<file path="src/rtl/sym_delay_aligner.sv">
// rtl/sym_delay_aligner.sv - symbol delay sweep, min-error lock and per-window error counting
// Optional: SYM_ALIGN_EARLY_EXIT_EN locks at the first zero-error window.
module sym_delay_aligner #(
    parameter int WINDOW_LOG2 = 10,
    parameter int SETTLE_SYMS = 4,
    parameter int MAX_DELAY   = 255
) (
    input  logic                     clk,
    input  logic                     reset,
    input  logic                     sym_clk_en,
    input  logic                     start,
    input  logic signed [17:0]       ref_in,
    input  logic signed [17:0]       dec_in,
    output logic [7:0]               delay,
    output logic                     locked,
    output logic [WINDOW_LOG2:0]     err_count,
    output logic                     err_valid,
    output logic [WINDOW_LOG2:0]     best_errors
);

    typedef enum logic [2:0] {
        S_IDLE,
        S_SETTLE,
        S_MEASURE,
        S_NEXT,
        S_TRACK
    } state_t;

    state_t                 state;
    state_t                 state_nxt;
    logic [7:0]             settle_cnt;
    logic [7:0]             best_delay;
    logic [WINDOW_LOG2-1:0] sym_cnt;
    logic [WINDOW_LOG2:0]   acc;
    logic [WINDOW_LOG2:0]   acc_inc;
    logic                   mismatch;
    logic                   settle_done;
    logic                   window_done;
    logic                   new_best;
    logic                   last_delay;
    logic                   zero_exit;

    assign mismatch    = (ref_in != dec_in);
    assign acc_inc     = acc + {{WINDOW_LOG2{1'b0}}, mismatch};
    assign settle_done = sym_clk_en && (settle_cnt == 8'(SETTLE_SYMS - 1));
    assign window_done = sym_clk_en && (&sym_cnt);
    assign new_best    = (err_count < best_errors);
    assign last_delay  = (delay == 8'(MAX_DELAY));
    assign locked      = (state == S_TRACK);

`ifdef SYM_ALIGN_EARLY_EXIT_EN
    assign zero_exit = (err_count == '0);
`else
    assign zero_exit = 1'b0;
`endif

    always_ff @(posedge clk) begin
        if (!reset) begin
            state <= S_IDLE;
        end else begin
            state <= state_nxt;
        end
    end

    // start restarts the sweep from any state, including mid-window
    always_comb begin
        state_nxt = state;
        if (start) begin
            state_nxt = S_SETTLE;
        end else begin
            case (state)
                S_IDLE:    state_nxt = S_IDLE;
                S_SETTLE:  if (settle_done) state_nxt = S_MEASURE;
                S_MEASURE: if (window_done) state_nxt = S_NEXT;
                S_NEXT:    state_nxt = (zero_exit || last_delay) ? S_TRACK : S_SETTLE;
                S_TRACK:   state_nxt = S_TRACK;
                default:   state_nxt = S_IDLE;
            endcase
        end
    end

    always_ff @(posedge clk) begin
        if (!reset) begin
            delay       <= '0;
            err_count   <= '0;
            err_valid   <= 1'b0;
            best_errors <= '1;
            best_delay  <= '0;
            settle_cnt  <= '0;
            sym_cnt     <= '0;
            acc         <= '0;
        end else begin
            err_valid <= 1'b0;
            if (start) begin
                delay       <= '0;
                best_errors <= '1;
                best_delay  <= '0;
                settle_cnt  <= '0;
                sym_cnt     <= '0;
                acc         <= '0;
            end else begin
                case (state)
                    S_SETTLE: begin
                        if (sym_clk_en) begin
                            settle_cnt <= settle_done ? 8'd0 : settle_cnt + 8'd1;
                        end
                        if (settle_done) begin
                            sym_cnt <= '0;
                            acc     <= '0;
                        end
                    end
                    S_MEASURE, S_TRACK: begin
                        if (sym_clk_en) begin
                            sym_cnt <= sym_cnt + WINDOW_LOG2'(1);
                            acc     <= window_done ? '0 : acc_inc;
                        end
                        if (window_done) begin
                            err_count <= acc_inc;
                            err_valid <= 1'b1;
                        end
                    end
                    S_NEXT: begin
                        settle_cnt <= '0;
                        // strict compare: ties keep the lower delay already recorded
                        if (new_best) begin
                            best_errors <= err_count;
                            best_delay  <= delay;
                        end
                        if (!zero_exit) begin
                            if (last_delay) begin
                                delay <= new_best ? delay : best_delay;
                            end else begin
                                delay <= delay + 8'd1;
                            end
                        end
                    end
                    default: ;
                endcase
            end
        end
    end

endmodule

</file>
<file path="config.mk">
export PLATFORM = sky130hd
export DESIGN_NAME = sym_delay_aligner
export DESIGN_NICKNAME = d
export VERILOG_FILES = /design/src/rtl/sym_delay_aligner.sv
export SDC_FILE = /design/constraint.sdc
export NUM_CORES = 1
export LEC_CHECK = 0
export CORE_AREA = 2 2 133 96
export CTS_BUF_LIST = sky130_fd_sc_hd__clkbuf_4 sky130_fd_sc_hd__clkbuf_8 sky130_fd_sc_hd__clkbuf_16
export CTS_CLUSTER_DIAMETER = 30
export DETAILED_ROUTE_END_ITERATION = 12
export DIE_AREA = 0 0 135 98
export GPL_TIMING_DRIVEN = 0
export SYNTH_ARGS = -nofsm -noshare
export SYNTH_HDL_FRONTEND = slang
export SYNTH_SLANG_ARGS = --single-unit
export TNS_END_PERCENT = 20
</file>
<file path="constraint.sdc">
create_clock -name clk -period 2.95 [get_ports clk]
set_input_delay 0.885 -clock clk [delete_from_list [all_inputs] [get_ports clk]]
set_output_delay 0.885 -clock clk [all_outputs]
set_load 0.005 [all_outputs]
</file>
After elaboration in Yosys (flattened, before gate mapping)

Index checks and enable logic that the tools add are counted.

Bits in registers: 71
Input port bits: 40

Add/sub/neg operators: 4
$lt $le $gt $ge: 1
Equality and inequality tests: 13
Multiplexer cells: 18
Bitwise gates (word level): 3
Reduce and logical (&&, ||, !) cells: 14

Operators with widths:

| kind                                                            | count |
|---|---|
| 11-bit 2-to-1 mux                                               | 3 |
| 8-bit 2-to-1 mux                                                | 4 |
| 11-bit case mux with 2 select lines                             | 1 |
| 10-bit 2-to-1 mux                                               | 2 |
| 10-bit case mux with 2 select lines                             | 1 |
| 18-bit inequality test                                          | 1 |
| 8-bit by 1-bit adder with 8-bit output, second input constant   | 2 |
| 8-bit case mux with 2 select lines                              | 1 |
| 3-bit case mux with 4 select lines                              | 1 |
| 11-bit by 1-bit adder with 11-bit output                        | 1 |
| 11-bit < comparator                                             | 1 |
| 10-bit by 1-bit adder with 10-bit output, second input constant | 1 |
| 10-bit AND reduction                                            | 1 |
| 3-bit 2-to-1 mux                                                | 3 |
| 8-bit by 2-bit == test with 1-bit output, second input constant | 1 |
| 8-bit == test, second input constant                            | 1 |
| 2-bit inequality test, second input constant                    | 4 |
| 2-bit AND reduction                                             | 4 |
| 3-bit by 2-bit == test with 1-bit output, second input constant | 2 |
| 3-bit inequality test, second input constant                    | 2 |
| 3-bit AND reduction                                             | 2 |
| 2-bit nonzero test                                              | 2 |
| 2-bit OR reduction                                              | 2 |
| 3-bit by 1-bit == test with 1-bit output, second input constant | 1 |
| 5 further kinds                                                 | 9 |

Logic depth before layout (Yosys ltp)

Depth after elaboration: 5
Mapped depth: 10
Mapped depth without buffers: 10

Least setup slack after synthesis

Ideal clock, no wire load.

Path type: in2reg
Start point: input port dec_in[17]
End point: register acc[8]
Library setup time: 0.070 ns
Arrival time: 2.363 ns
Data required time: 2.880 ns
Setup slack: 0.517 ns
Cell stages on the path: 9
Cell sequence: xor2_1 -> nor4_1 -> nand4_1 -> ha_1 -> ha_1 -> nand4_1 -> xnor2_1 -> o211ai_1 -> a21oi_1

Word-level cells in the longest chain between the ends: 5

Ends and longest elaborated chain:

| element                                  | line | source |
|---|---|---|
| start: declaration                       | 13   | `input logic signed [17:0] dec_in,` |
| 18-bit inequality test                   | 43   | `assign mismatch = (ref_in != dec_in);` |
| 11-bit by 1-bit adder with 11-bit output | 44   | `assign acc_inc = acc + {{WINDOW_LOG2{1'b0}}, mismatch};` |
| 11-bit 2-to-1 mux                        | 115  | `acc <= window_done ? '0 : acc_inc;` |
| 11-bit 2-to-1 mux                        | 113  | `if (sym_clk_en) begin` |
| 11-bit case mux with 2 select lines      | 102  | `case (state)` |
| end signal: assignment                   | 115  |  |
| end: declaration                         | 34   | `logic [WINDOW_LOG2:0] acc;` |

No other way between the ends. The select of a mux whose other input is x is not followed.
A chain may end at the register's enable or synchronous reset.

Worst setup path after layout

Start point: input port ref_in[5]
End point: register acc[8]

Word-level cells in the longest chain between the ends: 5

Ends and longest elaborated chain:

| element                                  | line | source |
|---|---|---|
| start: declaration                       | 12   | `input logic signed [17:0] ref_in,` |
| 18-bit inequality test                   | 43   |  |
| 11-bit by 1-bit adder with 11-bit output | 44   |  |
| 11-bit 2-to-1 mux                        | 115  |  |
| 11-bit 2-to-1 mux                        | 113  |  |
| 11-bit case mux with 2 select lines      | 102  |  |

No other way between the ends. The select of a mux whose other input is x is not followed.

==> metrics.txt <==
status complete, no violations; Data arrival, critical path 3.03 ns; CTS tree done; Die Width 135 µm; Yosys reg bits 71; Pre-antenna DRT Iters 5; clock-pin slew on the worst setup and hold paths 0.06 ns; Num Clock Sinks 71; Die Ht 98 µm; final clock skew 0.00516 ns; gr usage total 17.5%; pwr dens 419 mW/mm²; CP Class input pin to register; Synth top area share 34.8%; number of global-route vias before repair 3731; dpl hpwl 8.14 mm; startpoint types input pin; peak supply drop 0.322 mV; most common cell after layout, fill and taps aside dfxtp_1; DRC Markers 0; largest cells by area after synthesis dfxtp_1 (35%), mux2i_1 (6.4%), xnor2_1 (5.8%); CTS Buffer Depth 2; Max Cap Viol 0; Final setup violation count 0; vias per inst 5.31; area growth from synthesis to layout 30.3%; sequential share of the synthesized area 34.8%; biggest area consumer among synthesized cells dfxtp_1; CP startpoint ref_in[5]; EDFF count, synth 0; dpl ws -0.243 ns; num ports 72; Rel. slew slack 52.6%; yosys warns 0; largest net degree at the start of global routing 12; unique cell type count in the Yosys netlist 53; slowest cell on the critical path clkdlybuf4s50_1; Worst Hold Launch best_delay[6]; Crit Path Max Fanout 6; crit-path cells clkdlybuf4s50_1 > xnor2_1 > nand4_1 > nor3_2 > nand4_1 > ha_2 > ha_2 > nand4_1 > xnor2_1 > o211ai_1 > a21oi_1; final worst-path cycle share 93.9%; Leak 0.00189 µW; layout cell share with drive strength beyond 1 8.68%; FP Rows 34; initial antenna violation count 0; Initial Util 33.9%; clock latency on the worst-skew pair 0.33 ns; critical path endpoint category register; CTS buffer count 9; most frequent cells in the layout dfxtp_1 (71), clkdlybuf4s50_1 (70), nand2_1 (40), nor2_1 (38), xnor2_1 (27); H-tree depth 3; hold slack 0.455 ns; postcts setup bufs 0; per-cell routed wire length 15.4 µm; Post-synth top flop dfxtp_1; Worst Slack Setup Final 0.179 ns; PortBufs 70; clk root buf clkbuf_16; gpl congestion 0.874; CP most frequent cell nand4_1; die footprint 0.0132 mm²; worst slew pin tran 0.712 ns; Total Routed Length 11.0 mm; core area 0.0121 mm²; fmax 0.361 GHz; critical path's largest stage delay 0.47 ns; post-route ant nets 0; ys async rst share 0%; ANT cells 0; CP required 3.21 ns; first-pass GRT wire length 18.7 mm; Syn Inst Count 467; r2r startpoint err_count[6]; final slew viol count 0; worst min path class register to register; layout net count 603; Tmin final 2.77 ns; syn_area_per_cell 8.76 µm²; grt total ovfl 0; 1st-iter DRT viols 233; Final Hold Fails 0; vias 3794; Syn Nets 522; cell area after synthesis 0.00409 mm²
-- worst max-delay path, delay by kind of cell --
kind | cells | cell delay, ns
compound gates | 2 | 0.31
xor+xnor | 2 | 0.30
fa+ha+maj | 2 | 0.45
buf+inv | 1 | 0.47
simple gates | 4 | 0.61
-- final timing paths --
check / cells past startpoint / end / slack (ns)
max reg2reg: 8 / best_errors[10] / 0.50
min reg2reg: 2 / best_delay[6] / 0.46
max: 11 / acc[8] / 0.18
min: 2 / best_delay[6] / 0.46
-- area by class of cell --
type,instances,area [µm²]
clock buffers,14,282
plain buffers,27,130
multi-input cells,356,2500
clock inverters,2,37.5
flip-flops and latches,71,1420
repair buffers,70,701
well taps,162,203
fillers,1207,6750
inverters,13,48.8
-- sequential cells by signal (all words and copies together) (netlist names) --
name	cells
acc	11
best_delay	8
best_errors	11
delay	8
err_count	11
err_valid	1
settle_cnt	8
state	3
sym_cnt	10
-- cell families (layout without fill, tap and decap cells) --
group / count (synthesis) / in the layout / share of synthesized area (%)
and+or+nand+nor: 179 / 179 / 22.8
AOI/OAI and AO/OA: 99 / 99 / 19.1
DFF: 71 / 71 / 34.8
buffers and inverters: 40 / 126 / 4.37
xor gates and xnor gates: 36 / 36 / 7.71
muxes: 27 / 27 / 6.64
adders and majority gates: 15 / 15 / 4.59
-- what timing repair did --
item,4_1_cts,5_1_grt
hold buffers,0,0
endpoints found under the setup margin,0,8
gates resized for setup,0,4
-- stage by stage --
step | cell area (µm²) | cells | TNS (ns) | total power [µW] | util [%]
4_1_cts | 5310 | 715 | 0 | 2260 | 44.0
6_report | 5330 | 715 | 0 | 2230 | 44.1
3_3_place_gp | 4990 | 699 | -1.32 | 1110 | 41.3
2_1_floorplan | 4090 | 467 | 0 | 1040 | -
3_5_place_dp | 4990 | 699 | -1.75 | 1110 | 41.3
5_1_grt | 5330 | 715 | -0.0181 | 2320 | 44.1
-- where the power goes --
part	switching (µW)	internal, µW
clock	397	743
combinational	57.5	72.9
sequential	1.21	961
total	456	1780
-- routing by layer --
metal	global-route usage (%)	wire length [µm]	vias up	part of all wire (%)
met5	0	0	-	0
met4	3.61	82	0	0.74
met3	4.47	526	10	4.8
met2	26.5	4810	101	44
met1	25.1	5590	1800	51
li1	-	-	1883	-
-- Yosys cell counts (all sizes together) (14+ instances only) --
cell	n
o2111ai	16
clkbuf	19
nand2	40
ha	15
dfxtp	71
o211ai	21
xnor2	27
a21oi	21
nand3	25
mux2i	26
nand4	14
nor2	38
No activity file was read; power rests on OpenSTA's default activity.
